[src/rtl/arbiter_matrix_locked.sv]
// Per-output matrix arbiter with wormhole locking and ready gating.
// Each output keeps its own priority matrix; rotation happens on tail grants.
module arbiter_matrix_locked #(
  parameter int IN_PORTS      = 5,
  parameter int OUT_PORTS     = 5,
  parameter int OUT_PORT_BITS = 3,
  parameter int IN_PORT_BITS  = 3
) (
  input  logic                              clk,
  input  logic                              reset,
  input  logic                              ON,
  input  logic [IN_PORTS-1:0]               requests,
  input  logic [IN_PORTS*OUT_PORT_BITS-1:0] req_ports,
  input  logic [IN_PORTS-1:0]               tails,
  input  logic [OUT_PORTS-1:0]              out_ready,
  output logic [IN_PORTS-1:0]               grants,
  output logic [OUT_PORTS-1:0]              locked,
  output logic [OUT_PORTS*IN_PORT_BITS-1:0] owner,
  output logic [IN_PORTS-1:0]               port_err
);

  logic                     r_pri [OUT_PORTS][IN_PORTS][IN_PORTS];
  logic [OUT_PORTS-1:0]     r_locked;
  logic [IN_PORT_BITS-1:0]  r_owner [OUT_PORTS];

  logic [OUT_PORT_BITS-1:0] w_field [IN_PORTS];
  logic [IN_PORTS-1:0]      w_cand  [OUT_PORTS];
  logic [IN_PORTS-1:0]      w_gnt   [OUT_PORTS];

  always_comb begin
    port_err = '0;
    grants   = '0;
    for (int j = 0; j < IN_PORTS; j++) begin
      w_field[j]  = req_ports[j*OUT_PORT_BITS +: OUT_PORT_BITS];
      port_err[j] = requests[j] && (int'(w_field[j]) >= OUT_PORTS);
    end
    // A locked output only considers its owner as a candidate
    for (int o = 0; o < OUT_PORTS; o++) begin
      w_cand[o] = '0;
      for (int j = 0; j < IN_PORTS; j++) begin
        w_cand[o][j] = !reset && ON && out_ready[o] && requests[j]
                    && (int'(w_field[j]) == o)
                    && (!r_locked[o]
                        || (r_owner[o] == IN_PORT_BITS'(j)));
      end
    end
    for (int o = 0; o < OUT_PORTS; o++) begin
      w_gnt[o] = w_cand[o];
      for (int j = 0; j < IN_PORTS; j++) begin
        for (int k = 0; k < IN_PORTS; k++) begin
          if (k != j && w_cand[o][k] && r_pri[o][k][j])
            w_gnt[o][j] = 1'b0;
        end
      end
      grants = grants | w_gnt[o];
    end
  end

  always_ff @(posedge clk or posedge reset) begin
    if (reset) begin
      for (int o = 0; o < OUT_PORTS; o++) begin
        r_locked[o] <= 1'b0;
        r_owner[o]  <= '0;
        for (int i = 0; i < IN_PORTS; i++)
          for (int k = 0; k < IN_PORTS; k++)
            r_pri[o][i][k] <= (i > k);
      end
    end else if (ON) begin
      for (int o = 0; o < OUT_PORTS; o++) begin
        for (int j = 0; j < IN_PORTS; j++) begin
          if (w_gnt[o][j]) begin
            if (tails[j]) begin
              r_locked[o] <= 1'b0;
              r_owner[o]  <= '0;
              for (int k = 0; k < IN_PORTS; k++) begin
                if (k != j) begin
                  r_pri[o][j][k] <= 1'b0;
                  r_pri[o][k][j] <= 1'b1;
                end
              end
            end else if (!r_locked[o]) begin
              r_locked[o] <= 1'b1;
              r_owner[o]  <= IN_PORT_BITS'(j);
            end
          end
        end
      end
    end
  end

  always_comb begin
    locked = r_locked;
    owner  = '0;
    for (int o = 0; o < OUT_PORTS; o++)
      owner[o*IN_PORT_BITS +: IN_PORT_BITS] = r_owner[o];
  end

endmodule

[config.mk]
export PLATFORM = sky130hd
export DESIGN_NAME = arbiter_matrix_locked
export DESIGN_NICKNAME = d
export VERILOG_FILES = /design/src/rtl/arbiter_matrix_locked.sv
export SDC_FILE = /design/constraint.sdc
export NUM_CORES = 1
export LEC_CHECK = 0
export CAP_MARGIN = 20
export CORE_AREA = 2 2 112 114
export CTS_CLUSTER_SIZE = 16
export DETAILED_ROUTE_END_ITERATION = 10
export DIE_AREA = 0 0 114 116
export PLACE_DENSITY = 0.81
export SYNTH_ARGS = -nofsm -noshare
export SYNTH_HDL_FRONTEND = slang
export SYNTH_SLANG_ARGS = --single-unit
[constraint.sdc]
create_clock -name clk -period 12.7 [get_ports clk]
set_input_delay 2.54 -clock clk [delete_from_list [all_inputs] [get_ports clk]]
set_output_delay 2.54 -clock clk [all_outputs]
set_load 0.005 [all_outputs]
After elaboration in Yosys (flattened, before gate mapping)
Cells that the tools add are included.
Word-level totals
  bits in registers: 120
  bits of input ports: 33
  output and inout port bits: 30
  word-level logic and storage cells: 893
Cells by class
  $lt $le $gt $ge: 5
  eq/ne operators: 40
  muxes and demuxes: 511
  bitwise operators: 4
  reduce and logical (&&, ||, !) cells: 227
Operators by type and width (number)
  $mux 1: 371
  $mux 3: 100
  $logic_and 1x1->1: 186
  $mux 5: 20
  $eq 3x3->1 const B: 20
  $eq 3x2->1 const B: 15
  $mux 2: 20
  $logic_not 3->1: 10
  $logic_or 1x1->1: 25
  $or 5x5->5: 4
  $eq 3x1->1 const B: 5
  $ge 3x3->1 const B: 5
  $logic_not 1->1: 6

Depth between registers and ports, before layout
Gate-level depths: netlist of the first run.
  depth after elaboration: 25
  gate-level depth with buffers: 10
  depth with buffers taken out: 7

Least setup slack after synthesis of the first run
No wires, ideal clock.
  kind: input-to-output
  from: input port req_ports[12]
  to: output port grants[4]
  arrival time: 3.954 ns
  setup slack: 6.206 ns
  cell stages on the path: 7
  path through: or4bb_1 -> a21oi_2 -> and2_1 -> and4_1 -> clkbuf_1 -> nor2_1 -> nand4_1
Between the ends
  longest elaborated chain between the ends: 11
  elaborated cells on any way between the ends: 39
Ends and longest elaborated chain
  start, declared: line 13  | input logic [IN_PORTS*OUT_PORT_BITS-1:0] req_ports,
  $eq 3x2->1 or $logic_not 3->1 (tied branches): line 42  | && (int'(w_field[j]) == o)
  $logic_and 1x1->1: line 42
  $logic_and 1x1->1: line 43  | && (!r_locked[o]
  $mux 1 (4 in series): line 51  | if (k != j && w_cand[o][k] && r_pri[o][k][j])
  $or 5x5->5 (3 in series): line 55  | grants = grants | w_gnt[o];
  $or 5x5->5 *: line 55
  end, declared: line 16  | output logic [IN_PORTS-1:0] grants,
Mark *: on every way between the ends. The rest lies on a longest branch, timed or not.

Worst setup path in the final report of the first run
  from: input port reset
  to: output port grants[3]
Between the ends
  longest elaborated chain between the ends: 15
  elaborated cells on any way between the ends: 126
Ends and longest elaborated chain
  start, declared: line 10  | input logic reset,
  $logic_not 1->1 (no source line) *
  $logic_and 1x1->1 *: line 41  | w_cand[o][j] = !reset && ON && out_ready[o] && requests[j]
  $logic_and 1x1->1 (2 in series): line 41
  $logic_and 1x1->1: line 42
  $logic_and 1x1->1: line 43
  $logic_and 1x1->1: line 51
  $mux 1 (4 in series): line 51
  $or 5x5->5 (3 in series): line 55
  $or 5x5->5 *: line 55
Marks and branches as above.

==> results of run 1 <==
## through the flow
step / setup slack (ps) / utilization, % / std cells / area, µm² / hold slack (ps)
after floorplan: 6210 / - / 777 / 7050 / 430
after global placement: 4480 / 65.2 / 961 / 7770 / 450
after detailed placement: 4470 / 65.2 / 961 / 7770 / 449
after CTS: 4460 / 70.0 / 993 / 8340 / 463
after global routing: 4200 / 70.0 / 993 / 8340 / 487
final: 4310 / 70.0 / 993 / 8340 / 464
## metal layers
metal  routed length [µm]  part of all wire, %  up-vias
met3                 2370                   10       71
met4                  792                  3.4        0
met5                    0                    0        -
met1                 9570                   41     3388
li1                     -                    -     3043
met2                10400                   45      419
## layout make-up
type / instances / area [µm²] / share of cell area (%)
Tap cell: 147 / 184 / 2.21
Timing Repair Buffer: 65 / 643 / 7.72
Clock buffer: 17 / 425 / 5.10
Inverter: 35 / 134 / 1.61
Clock inverter: 15 / 141 / 1.70
Multi-Input combinational cell: 594 / 3740 / 44.9
Sequential cell: 120 / 3070 / 36.8
## critical path: stages
cell and delay [ps]:
clkdlybuf4s50_1 770, nand3b_1 390, a211oi_1 610, nand2_1 140, nor3b_1 570, nor2_1 150, nand4_1 150, clkdlybuf4s50_1 520
## Yosys cell counts (9+ instances only)
master / instances / area (µm²)
nand2_1: 119 / 447
nor2_1: 73 / 274
dfrtp_1: 70 / 1750
dfstp_2: 50 / 1310
nand3_1: 34 / 170
inv_1: 33 / 124
a21oi_1: 31 / 155
o21a_1: 20 / 150
clkbuf_1: 19 / 71.3
o211ai_1: 19 / 143
and2_1: 17 / 106
o21ai_0: 15 / 75.1
nand4_1: 14 / 87.6
a22oi_1: 13 / 97.6
a211oi_1: 12 / 90.1
a21o_1: 12 / 90.1
and3_1: 12 / 75.1
o211a_1: 12 / 120
a22o_1: 10 / 87.6
nand3b_1: 10 / 75.1
a221oi_1: 9 / 78.8
o31ai_1: 9 / 67.6
## cells by family (layout without fill, tap and decap cells)
family	count (synthesis)	in the layout
mux	1	1
simple gates	363	363
buf+inv	63	132
flops	120	120
compound gates	230	230
## where the power goes
part           internal, µW  leakage [µW]  switching, µW
combinational          71.2       0.00199           85.5
sequential              443       0.00144           51.7
clock                   272      0.000260            192
## sequential cells by signal, indices dropped and copies added, names as in the netlist
name	count
locked	5
owner	15
r_pri	100
## path summary, 6_finish.rpt
kind	depth (start not counted)	to
max in group asynchronous	3	r_pri[30]
worst min-delay path	2	r_pri[21]
worst min register to register	2	r_pri[21]
worst max register to register	7	owner[12]
worst max-delay path	8	grants[3]
min in group asynchronous	2	owner[11]
==> summary.md, run 1 <==
| Metric | Value |
|---|---|
| 1st-pass router iterations | 6 |
| PortBufs | 62 |
| Register bit total from synthesis | 120 |
| Most frequent cells in the layout | nand2_1, nor2_1, dfrtp_1 |
| Final Critical Period | 8390 ps |
| Gr busiest metal | met2 |
| Max-Slew Margin vs Limit | 27.1% |
| CP Data Required Time | 10,160 ps |
| Width of the die | 114 µm |
| Count of different cell masters after synthesis | 75 |
| Synthesized netlist cell count | 777 |
| Maximum number of pins on one net before global-route repair | 74 |
| Core Area | 11,900 µm² |
| Static Leakage | 0.00369 µW |
| CP endpoint kind | output port |
| Routed WL per cell | 23.3 µm |
| Hold crit path type | register to register |
| Adder-Cell Fraction of Synth Area | 0% |
| TritonCTS clock tree | done |
| Maximum clock path buffer count | 2 |
| Die Height | 116 µm |
| RD Place Congestion | 1.01 |
| Synth Area in Compound Gates | 25.2% |
| Via/cell ratio | 6.97 |
| RSZ-0062 raised after global routing | false |
| Layout cell share with drive strength beyond 1 | 12.8% |
| Setup violators final | 0 |
| Synth Net Count | 810 |
| Seq/Total Area, Yosys | 43.5% |
| Worst Max-Slew Pin Slew | 1080 ps |
| PwrDens | 134 nW/µm² |
| FF-to-FF setup slack | 9530 ps |
| Clk root buf | clkbuf_16 |
| Setup crit start kind | primary input |
| Clock sinks | 120 |
| Initial Util | 59.2% |
| Fillers | 944 |
| Num CTS Buffers | 17 |
| Fmax | 119 MHz |
| Post-synth top flop | dfrtp_1 |
| Final hold vios | 0 |
| Later-pin clock latency in the skew report | 430 ps |
| Die footprint | 13,200 µm² |
| XOR/XNOR Fraction of Synth Area | 0% |
| Largest family of logic cells by synthesized area | simple AND/OR/NAND/NOR gates |
| Worst-path fanout max | 11 |
| DPL Wire Length | 16.7 mm |
| DRC viols | 0 |
| Synth Area in Simple Gates | 27.7% |
| Max cap viols | 0 |
| Routed via count | 6,921 |
| All-Layer GR Usage | 36.0% |
| Multiplexer area fraction after synthesis | 0.142% |
| 1st-iter DRT viols | 1,085 |
| CP Launch Point | reset |
| Hold_sp | r_pri[21] |
| Post-synth EDFFs | 0 |
| Antenna diode count | 0 |
| Outcome | completed |
| GR Layer Usage met2 | 54.4% |
| Wirelength, routed | 23.1 mm |
| VDD IR max | 0.000134 V |
| Period utilization | 66.0% |
| Kind of critical path | primary input to output port |
| Hold-fix buffers at CTS | 0 |
| Syn_area_per_cell | 9.08 µm² |
| Launching point of the worst reg2reg path | locked[4] |
| Post-CTS Setup Bufs | 0 |
| Most common cell after layout, fill and taps aside | nand2_1 |
| Antenna Nets Post-Route | 0 |
| # nets final | 866 |
| Initial antenna violation count | 1 |
| Power Total | 1120 µW |
| H-tree depth | 4 |
| Final clock skew | 7.59 ps |
| # resized after CTS | 0 |
| Routing usage on met1 | 48.2% |
| Synth-to-Final Area Change | 18.2% |
| Ys async rst share | 100% |
| Clock-pin slew on the worst setup and hold paths | 60 ps |
| Post-Syn Area | 7050 µm² |
| Row count | 40 |
| Critical Path AT | 5850 ps |
| Total gr overflow | 0 |
| I/O pin count | 63 |
| Met3 Track Usage GR | 11.5% |
| Syn. warnings | 0 |
| Final slew viol count | 0 |
| Setup TNS | 0 ps |
| Number of global-route vias before repair | 6,700 |
| First-pass GRT wire length | 36.3 mm |
No activity file was read; power rests on OpenSTA's default activity.
==> run 2, diff against run 1 <==
--- a/config.mk
+++ b/config.mk
@@ -6,11 +6,11 @@
 export NUM_CORES = 1
 export LEC_CHECK = 0
 export CAP_MARGIN = 20
-export CORE_AREA = 2 2 112 114
+export CORE_AREA = 2 2 114 116
 export CTS_CLUSTER_SIZE = 16
 export DETAILED_ROUTE_END_ITERATION = 10
-export DIE_AREA = 0 0 114 116
-export PLACE_DENSITY = 0.81
+export DIE_AREA = 0 0 116 118
+export PLACE_DENSITY = 0.79
 export SYNTH_ARGS = -nofsm -noshare
 export SYNTH_HDL_FRONTEND = slang
 export SYNTH_SLANG_ARGS = --single-unit
==> constraint.sdc (replaced) <==
create_clock -name clk -period 8.8 [get_ports clk]
set_input_delay 1.76 -clock clk [delete_from_list [all_inputs] [get_ports clk]]
set_output_delay 1.76 -clock clk [all_outputs]
set_load 0.005 [all_outputs]
==> summary.md, run 2 (synthesis gave the netlist of run 1 again) <==
| Metric | Value |
|---|---|
| Outcome | completed (unchanged) |
| 1st-iter DRT viols | 844 (was 1,085) |
| Fmax | 146 MHz |
| # resized after CTS | 0 (unchanged) |
| TritonCTS clock tree | done (unchanged) |
| Final design utilization | 67.9% (was 70.0%) |
| Most flop-heavy register | r_pri (unchanged) |
| DRC viols | 0 (unchanged) |
| RD Place Congestion | 1.00 (was 1.01) |
| Most common cell after layout, fill and taps aside | nand2_1 (unchanged) |
| All-Layer GR Usage | 35.0% (was 36.0%) |
| Clock-pin slew on the worst setup and hold paths | 50 ps (was 60 ps) |
| Most frequent cells in the layout | nand2_1, nor2_1, dfrtp_1 (unchanged) |
| PwrDens | 199 nW/µm² (was 134 nW/µm²) |
| H-tree depth | 4 (unchanged) |
| Layout cell share with drive strength beyond 1 | 12.3% (was 12.8%) |
| Period utilization | 77.9% |
| Top delay family on crit path | simple AND/OR/NAND/NOR gates (unchanged) |
| Max cap viols | 0 (unchanged) |
| Routing usage on met1 | 44.8% (was 48.2%) |
| RSZ-0062 raised after global routing | false (unchanged) |
| Worst-path cell chain | clkdlybuf4s50_1 -> nor4bb_1 -> o211ai_1 -> a221oi_1 -> and3_1 -> nor3_1 -> nand3_1 -> clkdlybuf4s50_1 (was clkdlybuf4s50_1 -> nand3b_1 -> a211oi_1 -> nand2_1 -> nor3b_1 -> nor2_1 -> nand4_1 -> clkdlybuf4s50_1) |
| Setup violators final | 0 (unchanged) |
| Largest stage delay, worst path | 1050 ps (was 770 ps) |
| Gr busiest metal | met2 (unchanged) |
| Clock sinks | 120 (unchanged) |
| Most common cell on crit path | clkdlybuf4s50_1 (unchanged) |
| Num CTS Buffers | 17 (unchanged) |
| Met3 Track Usage GR | 9.47% (was 11.5%) |
| Static Leakage | 0.00373 µW (was 0.00369 µW) |
| # nets final | 866 (unchanged) |
| Multi-input gate area | 3740 µm² (unchanged) |
| Row count | 41 (was 40) |
| Number of global-route vias before repair | 6,729 (was 6,700) |
| Initial Util | 56.8% (was 59.2%) |
| Final Critical Period | 6850 ps |
| Maximum number of pins on one net before global-route repair | 80 (was 74) |
| Worst Max-Slew Pin Slew | 1230 ps (was 1080 ps) |
| Later-pin clock latency in the skew report | 430 ps (about the same) |
| Maximum clock path buffer count | 2 (unchanged) |
| Initial antenna violation count | 0 (was 1) |
| Register Area | 3070 µm² (unchanged) |
| Die footprint | 13,700 µm² (was 13,200 µm²) |
| Antenna diode count | 0 (unchanged) |
| Wirelength, routed | 23.3 mm (was 23.1 mm) |
| CP endpoint kind | output port (unchanged) |
| Final clock skew | 6.03 ps (was 7.59 ps) |
| Fillers | 1,023 (was 944) |
| Total gr overflow | 0 (unchanged) |
| DPL Wire Length | 16.6 mm (was 16.7 mm) |
| Final slew viol count | 0 (unchanged) |
| PortBufs | 62 (unchanged) |
| Max reg flops | 100 (unchanged) |
| Width of the die | 116 µm (was 114 µm) |
| Max-Slew Margin vs Limit | 17.2% (was 27.1%) |
| Routed WL per cell | 22.9 µm (was 23.3 µm) |
| Routed via count | 6,910 (was 6,921) |
| Synth-to-Final Area Change | 19.4% (was 18.2%) |
| GR Layer Usage met2 | 55.1% (was 54.4%) |
| Hold crit path type | register to register (unchanged) |
| Setup TNS | 0 ps (unchanged) |
| Final hold vios | 0 (unchanged) |
| Clk root buf | clkbuf_16 (unchanged) |
| Crit-path slowest cell | nor4bb_1 (was clkdlybuf4s50_1) |
| Critical Path AT | 5090 ps (was 5850 ps) |
| CP Buf/Inv Count | 2 (unchanged) |
| Via/cell ratio | 6.79 (was 6.97) |
| Core Area | 12,400 µm² (was 11,900 µm²) |
| Worst-path fanout max | 6 (was 11) |
| Setup crit start kind | primary input (unchanged) |
| CP Data Required Time | 7040 ps (was 10,160 ps) |
| Kind of critical path | primary input to output port (unchanged) |
| Die Height | 118 µm (was 116 µm) |
| Hold-fix buffers at CTS | 0 (unchanged) |
| 1st-pass router iterations | 6 (unchanged) |
| First-pass GRT wire length | 36.6 mm (was 36.3 mm) |
| Post-CTS Setup Bufs | 0 (unchanged) |
| I/O pin count | 63 (unchanged) |
| Antenna Nets Post-Route | 0 (unchanged) |
| VDD IR max | 0.000171 V (was 0.000134 V) |
## run 2: cell type report
class / instances / area share [%]
timing repair buffer: 65 / 7.63
clock inverter: 8 / 1.69
sequential: 120 / 36.4
multi-input combinational: 594 / 44.4
tap: 172 / 2.55
clock buffer: 24 / 5.72
inverter: 35 / 1.59
## run 2: through the flow
step	setup WS (ps)	instances	hold WS (ps)	cell area, µm²	total power (µW)
floorplan	3770	777	430	7050	832
global placement	2120	986	451	7800	929
detailed placement	2060	986	458	7800	936
CTS	2050	1018	467	8420	1680
global route	1800	1018	485	8420	1740
finish	1950	1018	464	8420	1680
## run 2: final timing paths
path	start	end	slack (ps)	cells past startpoint
setup / recovery	req_ports[7]	grants[2]	1950	8
hold / removal	r_pri[78]	r_pri[78]	460	2
setup reg to reg	locked[1]	locked[1]	5620	7
hold reg to reg	r_pri[78]	r_pri[78]	460	2
max in group asynchronous	reset	r_pri[30]	5220	3
min in group asynchronous	reset	r_pri[21]	2230	2
## run 2: report_power, final
part           internal (µW)  leakage, µW  switching (µW)
Sequential               639      0.00144            72.9
Combinational            103      0.00199             121
Clock                    494     0.000304             247
## run 2: per-layer routing
layer  share of wire [%]  vias to the layer above
li1                    -                     3043
met1                  40                     3355
met2                  48                      424
met3                 8.7                       88
met4                 4.2                        0
met5                   0                        -
## run 2: tightest hold or removal path, delay by kind of cell, from the launching register on
kind                   cells  cell delay [ps]
AOI/OAI and AO/OA          1               50
buffers and inverters      1               40
DFF                        1              370
